<file path="config.mk">
export PLATFORM = sky130hd
export DESIGN_NAME = mem_access_ctrl
export DESIGN_NICKNAME = d
export VERILOG_FILES = /design/src/rtl/mem_access_ctrl_pkg.sv /design/src/rtl/mem_access_ctrl_wait_counter.sv /design/src/rtl/mem_access_ctrl.sv
export SDC_FILE = /design/constraint.sdc
export NUM_CORES = 1
export LEC_CHECK = 0
export CORE_AREA = 2 2 39 41
export CTS_BUF_LIST = sky130_fd_sc_hd__clkbuf_4
export CTS_CLUSTER_SIZE = 40
export DETAILED_ROUTE_END_ITERATION = 7
export DIE_AREA = 0 0 41 43
export PLACE_DENSITY = 0.69
export SETUP_SLACK_MARGIN = 0.05
export SYNTH_ARGS = -nofsm -noshare
export SYNTH_HDL_FRONTEND = slang
export SYNTH_SLANG_ARGS = --single-unit
export TNS_END_PERCENT = 100
</file>
<file path="constraint.sdc">
create_clock -name clock -period 1.7 [get_ports clock]
set_input_delay 0.255 -clock clock [delete_from_list [all_inputs] [get_ports clock]]
set_output_delay 0.255 -clock clock [all_outputs]
set_load 0.005 [all_outputs]
</file>
<file path="src/rtl/mem_access_ctrl_pkg.sv">
// Shared state encoding and default sizing for the memory access controller.
// The state encoding is 3 bits wide. Encodings 6 and 7 are unused and recover to IDLE.
package mem_access_ctrl_pkg;

  typedef enum logic [2:0] {
    ST_IDLE    = 3'd0,
    ST_ADDR    = 3'd1,
    ST_WLOAD   = 3'd2,
    ST_MEM     = 3'd3,
    ST_CAPTURE = 3'd4,
    ST_DONE    = 3'd5
  } state_e;

  localparam int DEFAULT_TIMEOUT = 16;
  localparam int DEFAULT_CNT_W   = 5;

endpackage

</file>
<file path="src/rtl/mem_access_ctrl_wait_counter.sv">
// Wait-state counter for the MEM phase.
// It has a synchronous clear and a count enable, and flags the last permitted wait cycle.
module wait_counter
  import mem_access_ctrl_pkg::*;
#(
  parameter int CNT_W   = DEFAULT_CNT_W,
  parameter int TIMEOUT = DEFAULT_TIMEOUT
) (
  input  logic clock,
  input  logic clear,
  input  logic enable,
  output logic terminal
);

  localparam logic [CNT_W-1:0] TERM_VAL = CNT_W'(TIMEOUT - 1);

  logic [CNT_W-1:0] cnt_d, cnt_q;

  always_comb begin
    cnt_d = cnt_q;
    if (clear)       cnt_d = '0;
    else if (enable) cnt_d = cnt_q + 1'b1;
  end

  always_ff @(posedge clock) begin
    cnt_q <= cnt_d;
  end

  assign terminal = (cnt_q == TERM_VAL);

endmodule

</file>
<file path="src/rtl/mem_access_ctrl.sv">
// Moore FSM that sequences one MAR/MDR memory transaction.
// A wait-state timeout stops slow or absent memory from hanging the CPU.
module mem_access_ctrl
  import mem_access_ctrl_pkg::*;
#(
  parameter int TIMEOUT = DEFAULT_TIMEOUT,
  parameter int CNT_W   = DEFAULT_CNT_W
) (
  input  logic clock,
  input  logic clear,
  input  logic req,
  input  logic req_write,
  input  logic mem_ready,
  output logic busy,
  output logic done,
  output logic err,
  output logic mar_in,
  output logic mdr_enable,
  output logic mdr_read,
  output logic mdr_drive,
  output logic mem_read,
  output logic mem_write
);

  state_e state_d, state_q;
  logic   wr_d, wr_q;
  logic   err_flag_d, err_flag_q;
  logic   wait_last;

  // The counter only runs in MEM, so every other state holds it at zero.
  wait_counter #(
    .CNT_W   (CNT_W),
    .TIMEOUT (TIMEOUT)
  ) u_wait_counter (
    .clock    (clock),
    .clear    (clear || (state_q != ST_MEM)),
    .enable   (state_q == ST_MEM),
    .terminal (wait_last)
  );

  always_comb begin
    state_d    = state_q;
    wr_d       = wr_q;
    err_flag_d = err_flag_q;
    case (state_q)
      ST_IDLE: begin
        if (req) begin
          wr_d    = req_write;
          state_d = ST_ADDR;
        end
      end
      ST_ADDR:    state_d = wr_q ? ST_WLOAD : ST_MEM;
      ST_WLOAD:   state_d = ST_MEM;
      ST_MEM: begin
        // If memory becomes ready on the final wait cycle, the access completes normally.
        if (mem_ready) begin
          state_d = wr_q ? ST_DONE : ST_CAPTURE;
        end else if (wait_last) begin
          state_d    = ST_DONE;
          err_flag_d = 1'b1;
        end
      end
      ST_CAPTURE: state_d = ST_DONE;
      ST_DONE: begin
        state_d    = ST_IDLE;
        err_flag_d = 1'b0;
      end
      default:    state_d = ST_IDLE;
    endcase
  end

  always_ff @(posedge clock) begin
    if (clear) begin
      state_q    <= ST_IDLE;
      wr_q       <= 1'b0;
      err_flag_q <= 1'b0;
    end else begin
      state_q    <= state_d;
      wr_q       <= wr_d;
      err_flag_q <= err_flag_d;
    end
  end

  always_comb begin
    busy       = 1'b0;
    done       = 1'b0;
    err        = 1'b0;
    mar_in     = 1'b0;
    mdr_enable = 1'b0;
    mdr_read   = 1'b0;
    mdr_drive  = 1'b0;
    mem_read   = 1'b0;
    mem_write  = 1'b0;
    case (state_q)
      ST_ADDR: begin
        busy   = 1'b1;
        mar_in = 1'b1;
      end
      ST_WLOAD: begin
        busy       = 1'b1;
        mdr_enable = 1'b1;
      end
      ST_MEM: begin
        busy      = 1'b1;
        mem_read  = !wr_q;
        mem_write = wr_q;
        mdr_read  = !wr_q;
      end
      // mem_read stays asserted while MDR samples, so the memory lines remain valid.
      ST_CAPTURE: begin
        busy       = 1'b1;
        mdr_enable = 1'b1;
        mdr_read   = 1'b1;
        mem_read   = 1'b1;
      end
      ST_DONE: begin
        busy      = 1'b1;
        done      = 1'b1;
        err       = err_flag_q;
        mdr_drive = !wr_q && !err_flag_q;
      end
      default: ;
    endcase
  end

endmodule

</file>
==> results of run 1 <==
-- kinds of logic after synthesis --
kind of cell / after synthesis / share of synthesized area, %
simple gates: 29 / 32.3
flops: 10 / 36.7
compound gates: 9 / 10.1
fa+ha+maj: 2 / 4.59
buf+inv: 7 / 9.63
mux: 1 / 1.83
xor+xnor: 3 / 4.82
-- sequential cells by signal, summed over array words and instances, names as in the netlist --
signal and cells:
state_q 3, err_flag_q 1, u_wait_counter.cnt_q 5, wr_q 1
-- final timing paths --
check | slack, ns | startpoint | cells after the start | endpoint
worst max-delay path | 0.15 | state_q[0]$_SDFFE_PP0P_ | 4 | mem_write
worst min-delay path | 0.45 | u_wait_counter.cnt_q[0]$_SDFFE_PP0N_ | 1 | u_wait_counter.cnt_q[0]$_SDFFE_PP0N_
worst max register to register | 0.19 | u_wait_counter.cnt_q[0]$_SDFFE_PP0N_ | 6 | err_flag_q$_SDFFE_PP0P_
worst min register to register | 0.45 | u_wait_counter.cnt_q[0]$_SDFFE_PP0N_ | 1 | u_wait_counter.cnt_q[0]$_SDFFE_PP0N_
-- metal layers --
metal / global-route usage, % / wire length [um] / up-vias
li1: - / - / 252
met1: 16.9 / 458 / 227
met2: 22.5 / 534 / 10
met3: 4.71 / 38 / 2
met4: 8.00 / 10 / 0
met5: 0 / 0 / -
-- per-stage QoR --
stage	instances	worst slack, ns	hold slack, ns	util, %
2_1_floorplan	61	0.371	0.324	-
3_3_place_gp	94	0.0357	0.439	51.6
3_5_place_dp	94	0.0448	0.439	51.6
4_1_cts	98	0.0559	0.460	54.2
5_1_grt	99	0.0588	0.466	55.3
6_report	99	0.145	0.450	55.3
-- cell type report --
type	instances	area (sq um)	area share (%)
clock buffers	3	22.5	2.94
repair buffers	23	203	26.5
flip-flops and latches	10	211	27.6
multi-input cells	44	298	38.9
well taps	16	20.0	2.61
inverters	3	11.3	1.47
-- critical path, stage by stage, from the launching register on --
cell and delay [ns]:
dfxtp_4 0.35, buf_6 0.13, and3b_2 0.21, and2_1 0.16, clkdlybuf4s15_1 0.19
-- power groups by stage --
| stage | sequential (W) | combinational (W) | clock, W |
|---|---|---|---|
| finish | 0.000260 | 0.000133 | 0.000150 |
| floorplan | 0.000255 | 0.0000804 | 0 |
| detailed placement | 0.000266 | 0.000133 | 0 |
| CTS | 0.000260 | 0.000130 | 0.000160 |
| global placement | 0.000265 | 0.000132 | 0 |
| global route | 0.000263 | 0.000147 | 0.000176 |
-- cell usage in the layout, fill, tap and decap left out, types with 2 or more instances in the layout --
| master | Yosys | layout |
|---|---|---|
| a21oi_1 | 3 | 3 |
| and3_1 | 3 | 3 |
| buf_4 | 1 | 9 |
| clkbuf_4 | 0 | 3 |
| clkdlybuf4s50_1 | 0 | 4 |
| dfxtp_1 | 10 | 7 |
| dfxtp_4 | 0 | 3 |
| dlygate4sd2_1 | 0 | 7 |
| ha_1 | 2 | 2 |
| inv_1 | 3 | 3 |
| nand2_1 | 5 | 5 |
| nor2_1 | 10 | 10 |
| o21ai_0 | 3 | 3 |
| xnor2_1 | 2 | 2 |
-- what timing repair did --
item,CTS,global route
setup endpoints to repair,9,4
setup buffers,1,1
resized for setup,15,3
==> metrics.md, run 1 <==
| Metric | Value |
|---|---|
| Run status | `finished, final reports clean` |
| Synth Flop Type | `dfxtp_1` |
| Area growth syn-to-layout | `40.4%` |
| Post-synth EDFFs | `0` |
| Static Leak | `0.368 nW` |
| # IOs | `14` |
| Average cell area after synthesis | `8.94 sq um` |
| DR iter-0 viols | `7` |
| Tcrit/Tclk final | `91.5%` |
| Synth cell types | `27` |
| CTS root buf | `clkbuf_4` |
| Power density over cell area | `710 nW/um^2` |
| Clk buf depth | `2` |
| Antenna violations before repair | `0` |
| Ys Warns | `0` |
| Min Tclk post-route | `1.55 ns` |
| Cells after Synth | `61` |
| CTS tree | `built` |
| Total Die Area | `1760 sq um` |
| Critical-path maximum fanout | `6` |
| Peak VDD IR | `0.000334 V` |
| Unrepaired setup endpoints after global routing | `no` |
| Clk network pwr share | `27.7%` |
| Initial core utilization | `39.4%` |
| Synthesized area | `546 sq um` |
| Ys async rst share | `0%` |
| Setup TNS Final | `0 ns` |
| Pwr Total | `0.000543 W` |
| Area after DPL | `714 sq um` |
| H-tree depth | `1` |
| Final Hold Viols | `0` |
| Number of remaining DRC errors | `0` |
| Rows | `14` |
| Gate power share | `24.4%` |
| Avg WL per Cell | `10.5 um` |
| Ant diodes | `0` |
| Maxcap violations | `0` |
| Worst skew pair latency | `0.25 ns` |
| Dominant cells by area after synthesis | `dfxtp_1 37%, nor2_1 6.9%, buf_6 6.2%` |
| Max transition margin | `78.4%` |
| Sw Pwr | `0.000136 W` |
| Drt total wl | `1.04 mm` |
| Clock transition at path regs | `0.06 ns` |
| Sw Share | `24.9%` |
| Final ANT Viol Nets | `0` |
| Global-route wire length before repair | `1.73 mm` |
| Crit path DAT | `1.30 ns` |
| Nets | `92` |
| Vias in the first global route | `452` |
| Die height | `43 um` |
| Filler instances | `143` |
| HPWL after detailed placement | `812 um` |
| Internal cell power | `0.000408 W` |
| CTS Buf Count | `3` |
| Core box area | `1380 sq um` |
| Cell taking the most area after synthesis | `dfxtp_1` |
| Worst Setup Start Kind | `flop` |
| Final setup vio count | `0` |
| Actual slew at the worst max-slew pin | `0.320 ns` |
| HP Class | `reg2reg` |
| Slew Limit Fails | `0` |
| Avg Vias per Cell | `4.96` |
| Hold buffer count at CTS | `0` |
| Clock Skew | `0.00194 ns` |
| Clock tree sinks | `10` |
| Placer Congestion | `0.806` |
| Commonest cells in the netlist | `10 x dfxtp_1, 10 x nor2_1, 5 x nand2_1` |
| CP endpoint kind | `primary output` |
| Worst Path Required | `1.44 ns` |
| Largest net degree at the start of global routing | `11` |
| Vias | `491` |
| Port Buffers | `13` |
| Ratio of cells with drive above 1 in the final layout | `25.3%` |
| Die X-Extent | `41 um` |
| Sequential share of the synthesized area | `36.7%` |
| Flop pwr share | `47.9%` |
| Top-area cell type share of the netlist area | `36.7%` |
| Post-route cell area | `766 sq um` |
| Synthesized Nets | `68` |
| Overall routing resource usage | `14.6%` |
| Max frequency | `0.643 GHz` |
| Pre-Repair DR Iteration Count | `3` |
| #FFs+latches synth | `10` |
| Overflow after GRT | `0` |
| Worst Setup Path Type | `reg2out` |
Note: power is estimated with default switching activity, not from simulation.
==> run 2: changes to the inputs <==
==> constraint.sdc (replaced) <==
create_clock -name clock -period 1.5 [get_ports clock]
set_input_delay 0.225 -clock clock [delete_from_list [all_inputs] [get_ports clock]]
set_output_delay 0.225 -clock clock [all_outputs]
set_load 0.005 [all_outputs]
==> run 2 against run 1 <==
Against the previous run: sequential share of layout area down 2.5 points; critical path depth up 1; final area up 8.0%; final cell count up 7.1%; global-route usage up 1.1 points; critical endpoint unchanged; critical path type unchanged; via count up 2.9%.
==> metrics.md, run 2 (synthesis gave the netlist of run 1 again) <==
| Metric | Value |
|---|---|
| Run status | `finished, final reports clean (unchanged)` |
| Most frequent cells in the layout | `15 x buf_4, 9 x nor2_1, 6 x dfxtp_1 (was 10 x nor2_1, 9 x buf_4, 7 x dfxtp_1, 7 x dlygate4sd2_1, 5 x nand2_1)` |
| Placer Congestion | `0.764 (was 0.806)` |
| H-tree depth | `1 (unchanged)` |
| Final setup vio count | `0 (unchanged)` |
| CTS Buf Count | `3 (unchanged)` |
| Vias | `505 (was 491)` |
| Commonest non-fill, non-tap cell in the layout | `buf_4 (was nor2_1)` |
| Critical-path maximum fanout | `3 (was 6)` |
| Tcrit/Tclk final | `98.7%` |
| Slowest stage delay, CP | `0.33 ns (was 0.35 ns)` |
| Antenna violations before repair | `0 (unchanged)` |
| Final hold slack | `0.506 ns (was 0.450 ns)` |
| Max reg flops | `5 (unchanged)` |
| Crit path DAT | `1.25 ns (was 1.30 ns)` |
| Clock tree sinks | `10 (unchanged)` |
| Register with the highest flop count | `u_wait_counter.cnt_q (unchanged)` |
| Clock Skew | `0.00440 ns (was 0.00194 ns)` |
| Number of remaining DRC errors | `0 (unchanged)` |
| CP max-delay cell | `dfxtp_2 (was dfxtp_4)` |
| Min Tclk post-route | `1.48 ns` |
| Vias in the first global route | `521 (was 452)` |
| Ant diodes | `0 (unchanged)` |
| Power density over cell area | `787 nW/um^2 (was 710 nW/um^2)` |
| Hold buffer count at CTS | `0 (unchanged)` |
| Die height | `43 um (unchanged)` |
| Avg WL per Cell | `11.0 um (was 10.5 um)` |
| Pre-Repair DR Iteration Count | `4 (was 3)` |
| Setup TNS Final | `0 ns (unchanged)` |
| Worst Path Required | `1.27 ns (was 1.44 ns)` |
| CP delay by family, top | `simple AND/OR/NAND/NOR gates (unchanged)` |
| CP endpoint kind | `primary output (unchanged)` |
| Buf+Inv Stages, Crit Path | `3 (was 2)` |
| # IOs | `14 (unchanged)` |
| Worst Setup Path Type | `reg2out (unchanged)` |
| Overflow after GRT | `0 (unchanged)` |
| Largest regs | `u_wait_counter.cnt_q: 5 flops, state_q: 3 flops (unchanged)` |
| Maxcap violations | `0 (unchanged)` |
| Unrepaired setup endpoints after global routing | `yes (was no)` |
| Core box area | `1380 sq um (unchanged)` |
| Avg Vias per Cell | `4.76 (was 4.96)` |
| Clock transition at path regs | `0.06 ns (about the same)` |
| HP Class | `reg2reg (unchanged)` |
| Pwr Total | `0.000651 W (was 0.000543 W)` |
| Static Leak | `0.381 nW (was 0.368 nW)` |
| Final ANT Viol Nets | `0 (unchanged)` |
| Overall routing resource usage | `15.8% (was 14.6%)` |
| Total Die Area | `1760 sq um (unchanged)` |
| Nets | `99 (was 92)` |
| Crit-path cells | `buf_6, buf_6, and3b_2, and2_4, buf_6 (was buf_6, and3b_2, and2_1, clkdlybuf4s15_1)` |
| Rows | `14 (unchanged)` |
| CTS tree | `built (unchanged)` |
| Slew Limit Fails | `0 (unchanged)` |
| Actual slew at the worst max-slew pin | `0.291 ns (was 0.320 ns)` |
| HPWL after detailed placement | `901 um (was 812 um)` |
| DR iter-0 viols | `3 (was 7)` |
| Port Buffers | `13 (unchanged)` |
| Worst skew pair latency | `0.25 ns (about the same)` |
| Drt total wl | `1.17 mm (was 1.04 mm)` |
| Largest net degree at the start of global routing | `8 (was 11)` |
| Area growth syn-to-layout | `51.6% (was 40.4%)` |
| Max frequency | `0.676 GHz` |
| Peak VDD IR | `0.000467 V (was 0.000334 V)` |
| Worst Setup Start Kind | `flop (unchanged)` |
| Final Hold Viols | `0 (unchanged)` |
| CTS root buf | `clkbuf_4 (unchanged)` |
| Die X-Extent | `41 um (unchanged)` |
| Most used cell, CP | `buf_6` |
| Ratio of cells with drive above 1 in the final layout | `51.1% (was 25.3%)` |
| Max transition margin | `80.3% (was 78.4%)` |
| Initial core utilization | `39.4% (unchanged)` |
| Reg2reg setup slack | `0.15 ns (was 0.19 ns)` |
| Clk buf depth | `2 (unchanged)` |
| Global-route wire length before repair | `1.93 mm (was 1.73 mm)` |
==> run 2: path summary, 6_finish.rpt <==
| kind | startpoint | end | depth (start not counted) |
|---|---|---|---|
| min reg2reg | u_wait_counter.cnt_q[0]$_SDFFE_PP0N_ | u_wait_counter.cnt_q[0]$_SDFFE_PP0N_ | 2 |
| min | u_wait_counter.cnt_q[0]$_SDFFE_PP0N_ | u_wait_counter.cnt_q[0]$_SDFFE_PP0N_ | 2 |
| max reg2reg | u_wait_counter.cnt_q[1]$_SDFFE_PP0N_ | err_flag_q$_SDFFE_PP0P_ | 6 |
| max | state_q[0]$_SDFFE_PP0P_ | mem_write | 5 |
==> run 2: through the flow <==
step | worst slack, ns | utilization [%] | cells | cell area (sq um)
final | 0.0201 | 59.8 | 106 | 827
after global routing | -0.0142 | 59.8 | 106 | 827
after CTS | 0.00665 | 58.3 | 106 | 807
after detailed placement | -0.135 | 54.9 | 100 | 759
after global placement | -0.0957 | 54.9 | 100 | 759
after floorplan | 0.171 | - | 61 | 546
==> run 2: power by group <==
part | leakage, nW | internal, W | switching, W | total [W]
Combinational | 0.284 | 0.000114 | 0.0000742 | 0.000188
Sequential | 0.0831 | 0.000279 | 0.0000142 | 0.000293
Clock | 0.0138 | 0.0000919 | 0.0000782 | 0.000170
Total | 0.381 | 0.000484 | 0.000167 | 0.000651
==> run 2: area by class of cell <==
cell class,count,area (sq um)
Clock buffer,3,22.5
Sequential cell,10,208
Tap cell,16,20.0
Timing Repair Buffer,30,230
Inverter,3,11.3
Multi-Input combinational cell,44,335
Fill cell,126,557
==> run 2: timing repair <==
| action | in CTS | in global routing |
|---|---|---|
| pin swaps | 2 | 2 |
| buffers inserted | 3 | 0 |
| setup endpoints to repair | 10 | 10 |
| resized for setup | 31 | 17 |
==> run 2: routing by layer <==
metal	global-route usage, %	up-vias	part of all wire [%]
li1	-	266	-
met1	16.7	229	40
met2	29.1	10	55
met3	1.57	0	4.4
met4	6.00	0	0
met5	0	-	0
==> run 2: tightest hold or removal path, cell delays in order, from the launching register on <==
cell	delay, ns
dfxtp_2	0.33
buf_4	0.10
nor2_1	0.04
